File: config.mk
export PLATFORM = sky130hd
export DESIGN_NAME = hedios_tx_arbiter
export DESIGN_NICKNAME = d
export VERILOG_FILES = /design/src/rtl/hedios_pkg.sv /design/src/rtl/hedios_rr_select.sv /design/src/rtl/hedios_tx_arbiter.sv
export SDC_FILE = /design/constraint.sdc
export NUM_CORES = 1
export LEC_CHECK = 0
export ABC_AREA = 1
export CAP_MARGIN = 20
export CORE_UTILIZATION = 30
export DETAILED_ROUTE_END_ITERATION = 6
export GPL_ROUTABILITY_DRIVEN = 1
export SLEW_MARGIN = 20
export SYNTH_ARGS = -nofsm -noshare
export SYNTH_HDL_FRONTEND = slang
export SYNTH_HIERARCHICAL = 1
export SYNTH_SLANG_ARGS = --single-unit
export TNS_END_PERCENT = 1
File: constraint.sdc
create_clock -name clk -period 3.5 [get_ports clk]
set_input_delay 0.7 -clock clk [delete_from_list [all_inputs] [get_ports clk]]
set_output_delay 0.7 -clock clk [all_outputs]
set_load 0.01 [all_outputs]
File: src/rtl/hedios_pkg.sv
// Shared definitions for the HEDIOS serial blocks: packet field widths and
// the TX arbiter FSM encoding.
package hedios_pkg;

  localparam int CMD_W   = 8;
  localparam int DATA_W  = 32;
  localparam int STALL_W = 16;

  typedef enum logic {
    ST_IDLE = 1'b0,
    ST_SEND = 1'b1
  } tx_arb_state_t;

endpackage

File: src/rtl/hedios_rr_select.sv
// Round-robin search: first set bit of i_valid, starting one past i_last and
// wrapping modulo N. Purely combinational.
module hedios_rr_select #(
  parameter  int N  = 3,
  localparam int IW = $clog2(N)
) (
  input  logic [N-1:0]  i_valid,
  input  logic [IW-1:0] i_last,
  output logic          o_found,
  output logic [IW-1:0] o_index
);

  logic [IW:0]   w_sum;
  logic [IW-1:0] w_cand;

  // i runs to N so the last winner is picked only when it is the sole valid one.
  always_comb begin
    o_found = 1'b0;
    o_index = '0;
    w_sum   = '0;
    w_cand  = '0;
    for (int i = 1; i <= N; i++) begin
      w_sum  = {1'b0, i_last} + (IW+1)'(i);
      w_cand = (w_sum >= (IW+1)'(N)) ? IW'(w_sum - (IW+1)'(N)) : w_sum[IW-1:0];
      if (!o_found && i_valid[w_cand]) begin
        o_found = 1'b1;
        o_index = w_cand;
      end
    end
  end

endmodule

File: src/rtl/hedios_tx_arbiter.sv
// Round-robin arbiter feeding one serial TX queue: captures a packet from a
// requester in IDLE, then presents it in SEND until the queue accepts it.
module hedios_tx_arbiter
  import hedios_pkg::*;
#(
  parameter  int REQ_COUNT   = 3,
  parameter  int STALL_LIMIT = 1024,
  localparam int IDW         = $clog2(REQ_COUNT)
) (
  input  logic                               clk,
  input  logic                               rst,
  input  logic [REQ_COUNT-1:0]               req_valid,
  input  logic [REQ_COUNT-1:0][CMD_W-1:0]    req_command,
  input  logic [REQ_COUNT-1:0][DATA_W-1:0]   req_data,
  output logic [REQ_COUNT-1:0]               req_ready,
  input  logic                               tx_full,
  output logic [CMD_W-1:0]                   tx_command,
  output logic [DATA_W-1:0]                  tx_data,
  output logic                               tx_push_packet,
  output logic [IDW-1:0]                     grant_id,
  output logic                               busy,
  output logic                               stall_flag
);

  // Handshake: req_ready is a one-cycle capture strobe raised only in IDLE for
  // the selected valid requester; tx_push_packet fires when SEND meets !tx_full.
  tx_arb_state_t     r_state;
  tx_arb_state_t     w_next_state;
  logic [IDW-1:0]    r_grant;
  logic [CMD_W-1:0]  r_cmd;
  logic [DATA_W-1:0] r_data;
  logic [STALL_W-1:0] r_stall_cnt;
  logic              w_found;
  logic [IDW-1:0]    w_sel;
  logic              w_capture;

  hedios_rr_select #(.N(REQ_COUNT)) u_rr_select (
    .i_valid (req_valid),
    .i_last  (r_grant),
    .o_found (w_found),
    .o_index (w_sel)
  );

  always_ff @(posedge clk or negedge rst) begin
    if (!rst) r_state <= ST_IDLE;
    else      r_state <= w_next_state;
  end

  // rst gates the strobes so req_ready stays low for the whole reset window.
  always_comb begin
    w_next_state   = r_state;
    w_capture      = 1'b0;
    req_ready      = '0;
    tx_push_packet = 1'b0;
    case (r_state)
      ST_IDLE: begin
        if (rst && w_found) begin
          w_capture        = 1'b1;
          req_ready[w_sel] = 1'b1;
          w_next_state     = ST_SEND;
        end
      end
      ST_SEND: begin
        if (!tx_full) begin
          tx_push_packet = 1'b1;
          w_next_state   = ST_IDLE;
        end
      end
      default: w_next_state = ST_IDLE;
    endcase
  end

  always_ff @(posedge clk or negedge rst) begin
    if (!rst) begin
      r_grant <= IDW'(REQ_COUNT - 1);
      r_cmd   <= '0;
      r_data  <= '0;
    end else if (w_capture) begin
      r_grant <= w_sel;
      r_cmd   <= req_command[w_sel];
      r_data  <= req_data[w_sel];
    end
  end

  // Counts consecutive blocked SEND cycles; any push or IDLE cycle clears it.
  always_ff @(posedge clk or negedge rst) begin
    if (!rst) begin
      r_stall_cnt <= '0;
    end else if (r_state == ST_SEND && tx_full) begin
      if (r_stall_cnt != {STALL_W{1'b1}}) r_stall_cnt <= r_stall_cnt + 1'b1;
    end else begin
      r_stall_cnt <= '0;
    end
  end

  assign tx_command = r_cmd;
  assign tx_data    = r_data;
  assign grant_id   = r_grant;
  assign busy       = (r_state == ST_SEND);
  assign stall_flag = (r_stall_cnt >= STALL_W'(STALL_LIMIT));

endmodule
Word-level counts from Yosys, hierarchy flattened
Index checks and enable logic that the tools add are counted.
{"block": "totals", "input_bits": 126, "register_bits": 59, "elab_cells": 62, "output_inout_bits": 48}
{"block": "op_classes", "add_sub_neg": 7, "n_reduce_logical": 7, "bitwise_logic": 1, "order_cmp": 9, "n_eq_ne": 2, "n_mux": 31}
{"operator": "$bmux 32 s2", "n": 1}
{"operator": "$mux 16", "n": 2}
{"operator": "$mux 32", "n": 1}
{"operator": "$add 16x1->16 const B", "n": 1}
{"operator": "$bmux 8 s2", "n": 1}
{"operator": "$ge 16x11->1 const B", "n": 1}
{"operator": "$ne 16x16->1 const B", "n": 1}
{"operator": "$lt 2x3->1 const B", "n": 4}
{"operator": "$mux 1", "n": 12}
{"operator": "$mux 2", "n": 6}
{"operator": "$ge 3x2->1 const B", "n": 3}
{"operator": "$mux 8", "n": 1}
{"operator": "$add 2x2->3 const B", "n": 2}
{"operator": "$bmux 1 s2", "n": 3}
{"operator": "$mux 3", "n": 2}
{"operator": "$sub 2x2->2 const B", "n": 3}
{"operator": "$logic_and 1x1->1", "n": 5}
{"operator": "$add 2x1->3 const B", "n": 1}
{"operator": "$demux 1 s2", "n": 1}
{"operator": "$ge 2x1->1 const B", "n": 1}
{"operator": "$logic_not 1->1", "n": 2}
{"operator": "$ne 2x1->1 const B", "n": 1}
{"operator": "$pmux 1 s2", "n": 1}
{"operator": "$not 1->1", "n": 1}

Longest topological paths before layout
Gate-level depths: netlist of the first run.
{"block": "logic_depth", "ltp_word": 18, "ltp_mapped": 17, "ltp_nobuf": 14}

Cells and area by module
Netlist of the first run, hierarchy kept.
{"mod": "hedios_tx_arbiter", "seq_area_each_um2": 1477.7, "cells_each": 428, "area_each_um2": 3191.8, "n_inst": 1}
{"mod": "hedios_rr_select", "seq_area_each_um2": 0.0, "cells_each": 54, "area_each_um2": 261.5, "n_inst": 1}

Worst setup path before layout of the first run
OpenSTA, ideal clock, no wires.
{"block": "synth_path", "path_type": "flip-flop to output port", "from": "register r_grant[0], in the netlist grant_id[0]", "to": "output req_ready[2]", "t_required_ns": 2.800, "slack_ns": 0.580, "path_buffers": 3, "arrival_ns": 2.220, "path_stages_with_launch": 15, "cell_sequence": "dfrtp_1 inv_1 ha_1 buf_6 nor2_1 nor2_2 nand2_1 nand2_1 nor2_2 nand2_1 nand2_1 buf_6 inv_2 nor3_4 buf_6"}
{"block": "synth_between", "elab_chain_len": 18, "elab_cells_between_ends": 36, "cone_classes": "add/sub (6); order compare (5); mux (19); reduce/logical (6)"}
{"element": "start, declared", "line_no": "hedios_tx_arbiter.sv:29", "rtl": "logic [IDW-1:0] r_grant;"}
{"element": "start signal, assigned", "line_no": "hedios_tx_arbiter.sv:75", "rtl": "r_grant <= IDW'(REQ_COUNT - 1);"}
{"element": "start signal, assigned", "line_no": "hedios_tx_arbiter.sv:79", "rtl": "r_grant <= w_sel;"}
{"element": "$add 2x1->3", "line_no": "hedios_rr_select.sv:23", "rtl": "w_sum = {1'b0, i_last} + (IW+1)'(i);"}
{"element": "$ge 3x2->1 or $sub 2x2->2 (tied branches)", "line_no": "hedios_rr_select.sv:24", "rtl": "w_cand = (w_sum >= (IW+1)'(N)) ? IW'(w_sum - (IW+1)'(N)) : w_sum[IW-1:0];"}
{"element": "$mux 2", "line_no": "hedios_rr_select.sv:24"}
{"element": "$bmux 1 s2", "line_no": "hedios_rr_select.sv:25", "rtl": "if (!o_found && i_valid[w_cand]) begin"}
{"element": "$mux 1 (not written as such)", "line_no": "hedios_rr_select.sv:25"}
{"element": "$mux 1", "line_no": "hedios_rr_select.sv:25"}
{"element": "$logic_not 1->1", "line_no": "hedios_rr_select.sv:25"}
{"element": "$logic_and 1x1->1", "line_no": "hedios_rr_select.sv:25"}
{"element": "[... 3 more ...]"}
{"element": "$mux 2 *", "line_no": "hedios_rr_select.sv:25"}
{"element": "named net w_sel[1]", "line_no": "hedios_tx_arbiter.sv:34", "rtl": "logic [IDW-1:0] w_sel;"}
{"element": "$lt 2x3->1 (not written as such) or $ge 2x1->1 (tied branches)", "line_no": "hedios_tx_arbiter.sv:59", "rtl": "req_ready[w_sel] = 1'b1;"}
{"element": "$logic_and 1x1->1 (not written as such)", "line_no": "hedios_tx_arbiter.sv:59"}
{"element": "$mux 1 (not written as such)", "line_no": "hedios_tx_arbiter.sv:59"}
{"element": "$demux 1 s2 *", "line_no": "hedios_tx_arbiter.sv:59"}
{"element": "$mux 3 *", "line_no": "hedios_tx_arbiter.sv:57", "rtl": "if (rst && w_found) begin"}
{"element": "$mux 3 *", "line_no": "hedios_tx_arbiter.sv:55", "rtl": "case (r_state)"}
{"element": "end, declared", "line_no": "hedios_tx_arbiter.sv:15", "rtl": "output logic [REQ_COUNT-1:0] req_ready,"}
Mark *: on every way through the listed nets, which the timed path passes. The rest lies on a longest branch. The select of a mux whose other input is x is not followed.

Worst setup path in the final report of the first run
{"block": "layout_path", "from": "register r_grant[1], in the netlist grant_id[1]", "to": "output req_ready[0]"}
The elaborated chain is that of the path after synthesis.

==> out/metrics.cfg, run 1 <==
[run_status]
outcome=finished clean

[placement]
place.detailed.hpwl_um=8840
place.gp.congestion=0.813
portBuffers=173
place_ws_ps=-6.05

[synthesis]
ys_seq_area_share_pct=42.8
ys_types=27
synth.avg_cell_area_um2=7.16
synth_flop_cell=dfrtp_1
netlist_top_cells_area=dfrtp_1 (42%), nand2_1 (24%), nand4_1 (7.1%)
yosys-top-cells-count=nand2_1 (223), dfrtp_1 (58), nor2_1 (44)
syn_area_um2=3450
synthArstFlopShare_pct=100
synth-edff-count=0
synth_seq_cells=59
synth_nets=613
ys_warn_count=6
yosysMostFrequentCell=nand2_1
syn_inst=482
yosysTopAreaCell=dfrtp_1
yosysTopAreaCellShare_pct=42.0

[setup_path]
start_kind=flop
worst-setup-path-type=reg -> out
path_max_fanout=8
cp.required_ps=2800
arrival_ps=2610
cp-end-kind=output port

[cts]
clk_latency_ps=330
post_cts_buffers=0
h-tree-depth=3
cts_buffer_depth=2
cts_tree=yes
cts_sinks=59
cts_root_buf=clkbuf_16
clkTransAtPathRegs_ps=50
cts_buffers=9

[route]
drc=0
initialDrtViolationCount=127
post_drt_wl_per_cell_um=14.3
drtPass1Iterations=4
avgViaCountPerCell=4.70
routed_wl_um=11500
drt.antenna.violating_nets=0
via_count=3775

[timing]
skew_ps=5.82
setup_tns_ps=0
finalHoldViolations=0
hold-worst-slack_ps=441
fin_crit_ps=3310
rsz0062_at_grt=no
timing.fmax_mhz=302
relSlewSlack_pct=63.9
finalSetupViolCount=0
period_share_pct=94.7
worst_slack_ps=186
tightest_slew_ps=541
final_max_slew_viol_count=0

[finish]
multi_input_area_um2=1740
finalNetCount=790
diodes=0
area.growth.synth_to_final_pct=62.6
seq_area_um2=1480
drive_above_1_share_pct=7.83
nFillCells=1070

[die]
core-area_um2=11000
rows=38
start_util_pct=31.3
die_x_um=109
boundaryPins=174
dieHeight_um=109
die-area_um2=11900

[grt]
grt_pass1_vias=3742
grt_pass1_wl_um=17800
antenna_found_initial=0
grt_max_degree=43
grt_usage_pct=19.8
grt_overflow=0

[power]
ir_drop_mv=0.326
power_density_nw_per_um2=735
p_leak_nw=2.46
power_w=0.00413

[min_path]
min_path_type=in -> async

[run]
drv_cap=0

## logic make-up (layout without fill, tap and decap cells)
kind of cell,count (synthesis),in the layout,synth area share (%)
buf+inv,46,228,7.10
simple gates,353,353,45.1
fa+ha+maj,5,5,1.81
flops,59,59,42.8
compound gates,19,19,3.15
## flip-flops by register name (all words and copies together), names as in the netlist
name	cells
tx_command	8
grant_id	2
r_stall_cnt	16
busy	1
tx_data	32
## timing repair
item / in CTS / in global routing
endpoints found under the setup margin: 3 / 0
resized for setup: 5 / 0
hold buffers: 0 / 0
endpoints found under the hold margin: 0 / 0
## final timing paths
path,startpoint,endpoint,slack [ps],depth (start not counted)
setup reg to reg,grant_id[1],tx_command[5],850,14
hold reg to reg,tx_data[0],tx_data[0],500,2
max in group asynchronous,rst,grant_id[0],2570,2
setup / recovery,grant_id[1],req_ready[0],190,12
hold / removal,rst,tx_command[5],440,2
min in group clk,tx_data[0],tx_data[0],500,2
## report_power, final
group          switching (W)  internal (W)
registers           0.000153      0.000938
logic                0.00114      0.000985
clock network       0.000305      0.000606
## final cells by class
| class | count | area share, % |
|---|---|---|
| tap | 140 | 3.12 |
| inverter | 27 | 1.80 |
| multi-input combinational | 377 | 30.9 |
| timing repair buffer | 185 | 32.3 |
| sequential | 59 | 26.3 |
| clock inverter | 4 | 0.847 |
| clock buffer | 12 | 4.74 |
## cell usage in the layout (no fill, tap or decap), drive strengths merged
cell,netlist,routed
dfrtp,58,58
clkinvlp,0,1
or2,4,4
clkinv,1,3
ha,5,5
dfstp,1,1
nor4,1,1
a31oi,7,7
o21bai,2,2
clkbuf,1,12
nand2,225,225
clkdlybuf4s50,0,169
nand4,40,40
o21ai,10,10
inv,26,26
nor3,3,3
buf,18,13
dlygate4sd2,0,3
bufinv,0,1
nor2,49,49
nand3,31,31
## worst max-delay path: stages, from the launching register on
cell	delay [ps]
dfstp_2	550
inv_1	60
ha_2	400
inv_2	80
o21ai_1	110
nand2_1	100
nand2_1	80
nor2_2	40
nand2_1	50
nand2_1	80
buf_4	190
nor3_4	200
dlygate4sd2_1	340
## per-stage QoR
| stage | instances | instance area, um2 | utilization [%] |
|---|---|---|---|
| after detailed placement | 788 | 5300 | 48.1 |
| after global routing | 804 | 5620 | 50.9 |
| final | 804 | 5620 | 50.9 |
| after global placement | 788 | 5300 | 48.1 |
| after CTS | 804 | 5620 | 50.9 |
| after floorplan | 482 | 3450 | - |
## per-layer routing
metal | routed length (um) | track usage (%) | part of all wire, %
met5 | 0 | 0 | 0
met4 | 184 | 6.29 | 1.6
met3 | 853 | 7.29 | 7.4
met2 | 5700 | 34.1 | 49
met1 | 4800 | 22.9 | 42
No activity file was read; power rests on OpenSTA's default activity.
==> inputs of run 2 (changes only) <==
--- a/config.mk
+++ b/config.mk
@@ -6,10 +6,12 @@
 export NUM_CORES = 1
 export LEC_CHECK = 0
 export ABC_AREA = 1
+export ABC_CLOCK_PERIOD_IN_PS = 3500
 export CAP_MARGIN = 20
-export CORE_UTILIZATION = 30
+export CORE_UTILIZATION = 41
 export DETAILED_ROUTE_END_ITERATION = 6
 export GPL_ROUTABILITY_DRIVEN = 1
+export PLACE_DENSITY = 0.82
 export SLEW_MARGIN = 20
 export SYNTH_ARGS = -nofsm -noshare
 export SYNTH_HDL_FRONTEND = slang
==> out/metrics.cfg, run 2 (same netlist as run 1, synthesis figures left out) <==
[setup_path]
startpoint=grant_id[1]
arrival_ps=2650
cp-end-kind=output port
r2r_start=grant_id[1]
endpoint=req_ready[0]
regToRegSetupSlack_ps=830
cp.required_ps=2800
r2r_end=tx_data[2]
worst-r2r-cell-count=14
worst-setup-path-type=reg -> out
path_max_fanout=8
start_kind=flop

[grt]
grt_pass1_vias=3827
grt_max_degree=38
antenna_found_initial=0
grt_overflow=0
grt_usage_pct=26.6
grt_pass1_wl_um=17800

[cts]
clk_latency_ps=340
cts_buffers=9
cts_root_buf=clkbuf_8
cts_buffer_depth=2
clkTransAtPathRegs_ps=70
post_cts_buffers=0
cts_sinks=59
h-tree-depth=3
cts_tree=yes

[placement]
placed_cell_area_um2=5260
portBuffers=173
place_ws_ps=-22.8
place.detailed.hpwl_um=8670
place.gp.congestion=0.871

[timing]
worst_slack_ps=147
rsz0062_at_grt=no
tightest_slew_ps=526
relSlewSlack_pct=64.7
final_max_slew_viol_count=0
finalHoldViolations=0
hold-worst-slack_ps=213
timing.fmax_mhz=298
skew_ps=9.72
period_share_pct=95.8
fin_crit_ps=3350
finalSetupViolCount=0

[power]
ir_drop_mv=0.328
p_leak_nw=2.39
power_density_nw_per_um2=698

[route]
routed_wl_um=11100
via_count=3952
drtPass1Iterations=4
avgViaCountPerCell=5.15
post_drt_wl_per_cell_um=14.5
drt.antenna.violating_nets=0
drc=0
initialDrtViolationCount=210

[finish]
drive_above_1_share_pct=7.55
final_common_cell=nand2_1
finalNetCount=790
diodes=0
largest_register_ffs=32
fin_area_um2=5440
most-common-layout-cells=nand2_1 (223), clkdlybuf4s50_1 (169), dfrtp_1 (57)
area.growth.synth_to_final_pct=57.4

[die]
dieHeight_um=93.8
start_util_pct=42.2
rows=33
boundaryPins=174
die-area_um2=8790
die_x_um=93.8
core-area_um2=8180

[min_path]
min_path_type=in -> async

[run_status]
outcome=finished clean

[run]
drv_cap=0

run 2: cell types whose count changed in the layout (fill, tap and decap cells not counted), moves of 2 or more:
cell	before	now
clkbuf_16	9	0
clkbuf_8	3	11
clkdlybuf4s15_1	0	2
dlygate4sd2_1	3	1
run 2: power breakdown:
part           switching, W  internal (W)
combinational       0.00116      0.000998
sequential         0.000158      0.000937
clock              0.000261      0.000284
run 2: worst min path at each step:
stage	to	cells past startpoint	start	slack, ps
after detailed placement	tx_data[1]	2	tx_data[1]	490
final	tx_data[8]	1	rst	210
after global routing	tx_data[8]	1	rst	210
after floorplan	busy	0	rst	400
after global placement	tx_data[27]	2	tx_data[27]	490
after CTS	tx_data[5]	1	rst	210
run 2: timing repair:
action / CTS / global route
gates resized for setup: 6 / 2
endpoints found under the setup margin: 3 / 2
hold buffers: 0 / 0
run 2: metal layers:
layer	GRT usage [%]	wire length (um)	up-vias	share of wire, %
li1	-	-	1912	-
met1	30.7	4280	1833	39
met2	44.6	5570	172	50
met3	7.36	784	35	7.1
met4	14.2	457	0	4.1
met5	0	0	-	0
run 2: area by class of cell:
type	instances	area [um2]
clock buffers	11	151
clock inverters	3	15.0
fillers	679	2740
inverters	27	101
multi-input cells	377	1740
flip-flops and latches	59	1480
well taps	105	131
repair buffers	185	1820
run 2: stage by stage:
step | utilization [%] | total power, W | setup TNS (ps) | instances
after floorplan | - | 0.00229 | 0 | 482
after global placement | 64.3 | 0.00319 | 0 | 753
after detailed placement | 64.3 | 0.00326 | -30.5 | 753
after CTS | 66.5 | 0.00381 | 0 | 767
after global routing | 66.5 | 0.00406 | 0 | 767
final | 66.5 | 0.00379 | 0 | 767
run 2: critical path, stage by stage (launching register included):
cell	delay, ps
dfstp_2	560
inv_1	80
ha_4	320
inv_2	70
o21ai_1	130
nand2_1	110
nand2_1	120
nor2_2	50
nand2_1	50
nand2_1	100
buf_4	180
nor3_4	190
clkdlybuf4s15_1	340
==> inputs of run 3 (changes only) <==
--- a/config.mk
+++ b/config.mk
@@ -8,6 +8,7 @@
 export ABC_AREA = 1
 export ABC_CLOCK_PERIOD_IN_PS = 3500
 export CAP_MARGIN = 20
+export CORE_ASPECT_RATIO = 1.5
 export CORE_UTILIZATION = 41
 export DETAILED_ROUTE_END_ITERATION = 6
 export GPL_ROUTABILITY_DRIVEN = 1
==> out/metrics.cfg, run 3 (same netlist as run 1, synthesis figures left out) <==
[finish]
largest_register_ffs=32
fin_area_um2=5490
final_common_cell=nand2_1
area.growth.synth_to_final_pct=59.0
fin_util_pct=67.7
fin_cells=764
nFillCells=700
drive_above_1_share_pct=6.83
finalNetCount=789
most-common-layout-cells=nand2_1 (222), clkdlybuf4s50_1 (169), dfrtp_1 (58)
diodes=0

[cts]
cts_tree=yes
holdBufCountCts=0
clk_latency_ps=320
cts_sinks=59
clkTransAtPathRegs_ps=50
post_cts_resized=5
cts_buffers=9
cts_root_buf=clkbuf_16
cts_buffer_depth=2
post_cts_buffers=0
h-tree-depth=3

[timing]
relSlewSlack_pct=65.8
skew_ps=7.68
rsz0062_at_grt=no
period_share_pct=97.0
timing.fmax_mhz=295
tightest_slew_ps=510
finalHoldViolations=0
final_max_slew_viol_count=0
finalSetupViolCount=0
worst_slack_ps=106
fin_crit_ps=3390

[die]
rows=40
die-area_um2=8800
core-area_um2=8110
die_x_um=76.9
dieHeight_um=114
boundaryPins=174
start_util_pct=42.6

[power]
ir_drop_mv=0.383
power_density_nw_per_um2=720
p_leak_nw=2.41

[setup_path]
cp_cell_sequence=inv_1 > ha_2 > inv_2 > o21ai_1 > nand2_1 > nand2_1 > nor2_2 > nand2_1 > nand2_1 > buf_4 > nor3_4 > clkdlybuf4s15_1
cp.required_ps=2800
cp_slowest_cell=dfstp_2
path_max_fanout=8
start_kind=flop
arrival_ps=2690
path_common_cell=nand2_1
worst-setup-path-type=reg -> out
cp_num_buf_inv=4
critPathTopFamily=buffers and inverters
cp-end-kind=output port
max_stage_delay_ps=550

[grt]
grt_util_met2_pct=44.5
grt_overflow=0
grt_usage_pct=26.2
use_met3_pct=7.01
grt_pass1_wl_um=17900
busiest_layer=met2
gr-usage-met1_pct=31.2
antenna_found_initial=0
grt_max_degree=35
grt_pass1_vias=3817

[placement]
portBuffers=173
place_ws_ps=-4.30
place.gp.congestion=0.897
placed_cell_area_um2=5250
place.detailed.hpwl_um=8680
place_inst=752

[min_path]
min_path_type=in -> async

[route]
via_count=3940
drtPass1Iterations=5
post_drt_wl_per_cell_um=14.5
routed_wl_um=11100
avgViaCountPerCell=5.16
drc=0
initialDrtViolationCount=215
drt.antenna.violating_nets=0

[run]
drv_cap=0

[run_status]
outcome=finished clean

[run 3: cell count changes in the layout (fill, tap and decap cells not counted), sizes merged]
cell / before / now
clkinv: 4 / 2
buf: 13 / 12
[run 3: through the flow]
stage          power [W]  setup TNS (ps)  hold slack (ps)
2_1_floorplan    0.00229               0              404
3_3_place_gp     0.00316               0              488
3_5_place_dp     0.00323           -4.30              488
4_1_cts          0.00398               0              488
5_1_grt          0.00422               0              515
6_report         0.00395               0              471
[run 3: final timing paths]
kind / startpoint / endpoint / slack, ps / depth (start not counted)
max: grant_id[1] / req_ready[0] / 110 / 12
min: rst / tx_data[8] / 470 / 2
max reg2reg: grant_id[1] / tx_command[3] / 810 / 14
min reg2reg: tx_command[1] / tx_command[1] / 500 / 2
max in group asynchronous: rst / grant_id[1] / 2720 / 2
min in group clk: tx_command[1] / tx_command[1] / 500 / 2
[run 3: area by class of cell]
class / count / area, um2 / area share [%]
Clock inverter: 1 / 5.00 / 0.0911
Inverter: 27 / 101 / 1.85
Timing Repair Buffer: 184 / 1810 / 32.9
Multi-Input combinational cell: 377 / 1740 / 31.6
Sequential cell: 59 / 1480 / 26.9
Clock buffer: 11 / 233 / 4.24
Tap cell: 105 / 131 / 2.39
[run 3: layer usage]
layer	wire length, um	vias to the layer above
li1	-	1903
met4	313	0
met3	927	24
met1	4390	1813
met5	0	-
met2	5450	200
[run 3: power breakdown]
group / internal, W / switching [W]
sequential: 0.000939 / 0.000148
combinational: 0.000981 / 0.00116
clock: 0.000460 / 0.000270
total: 0.00238 / 0.00157
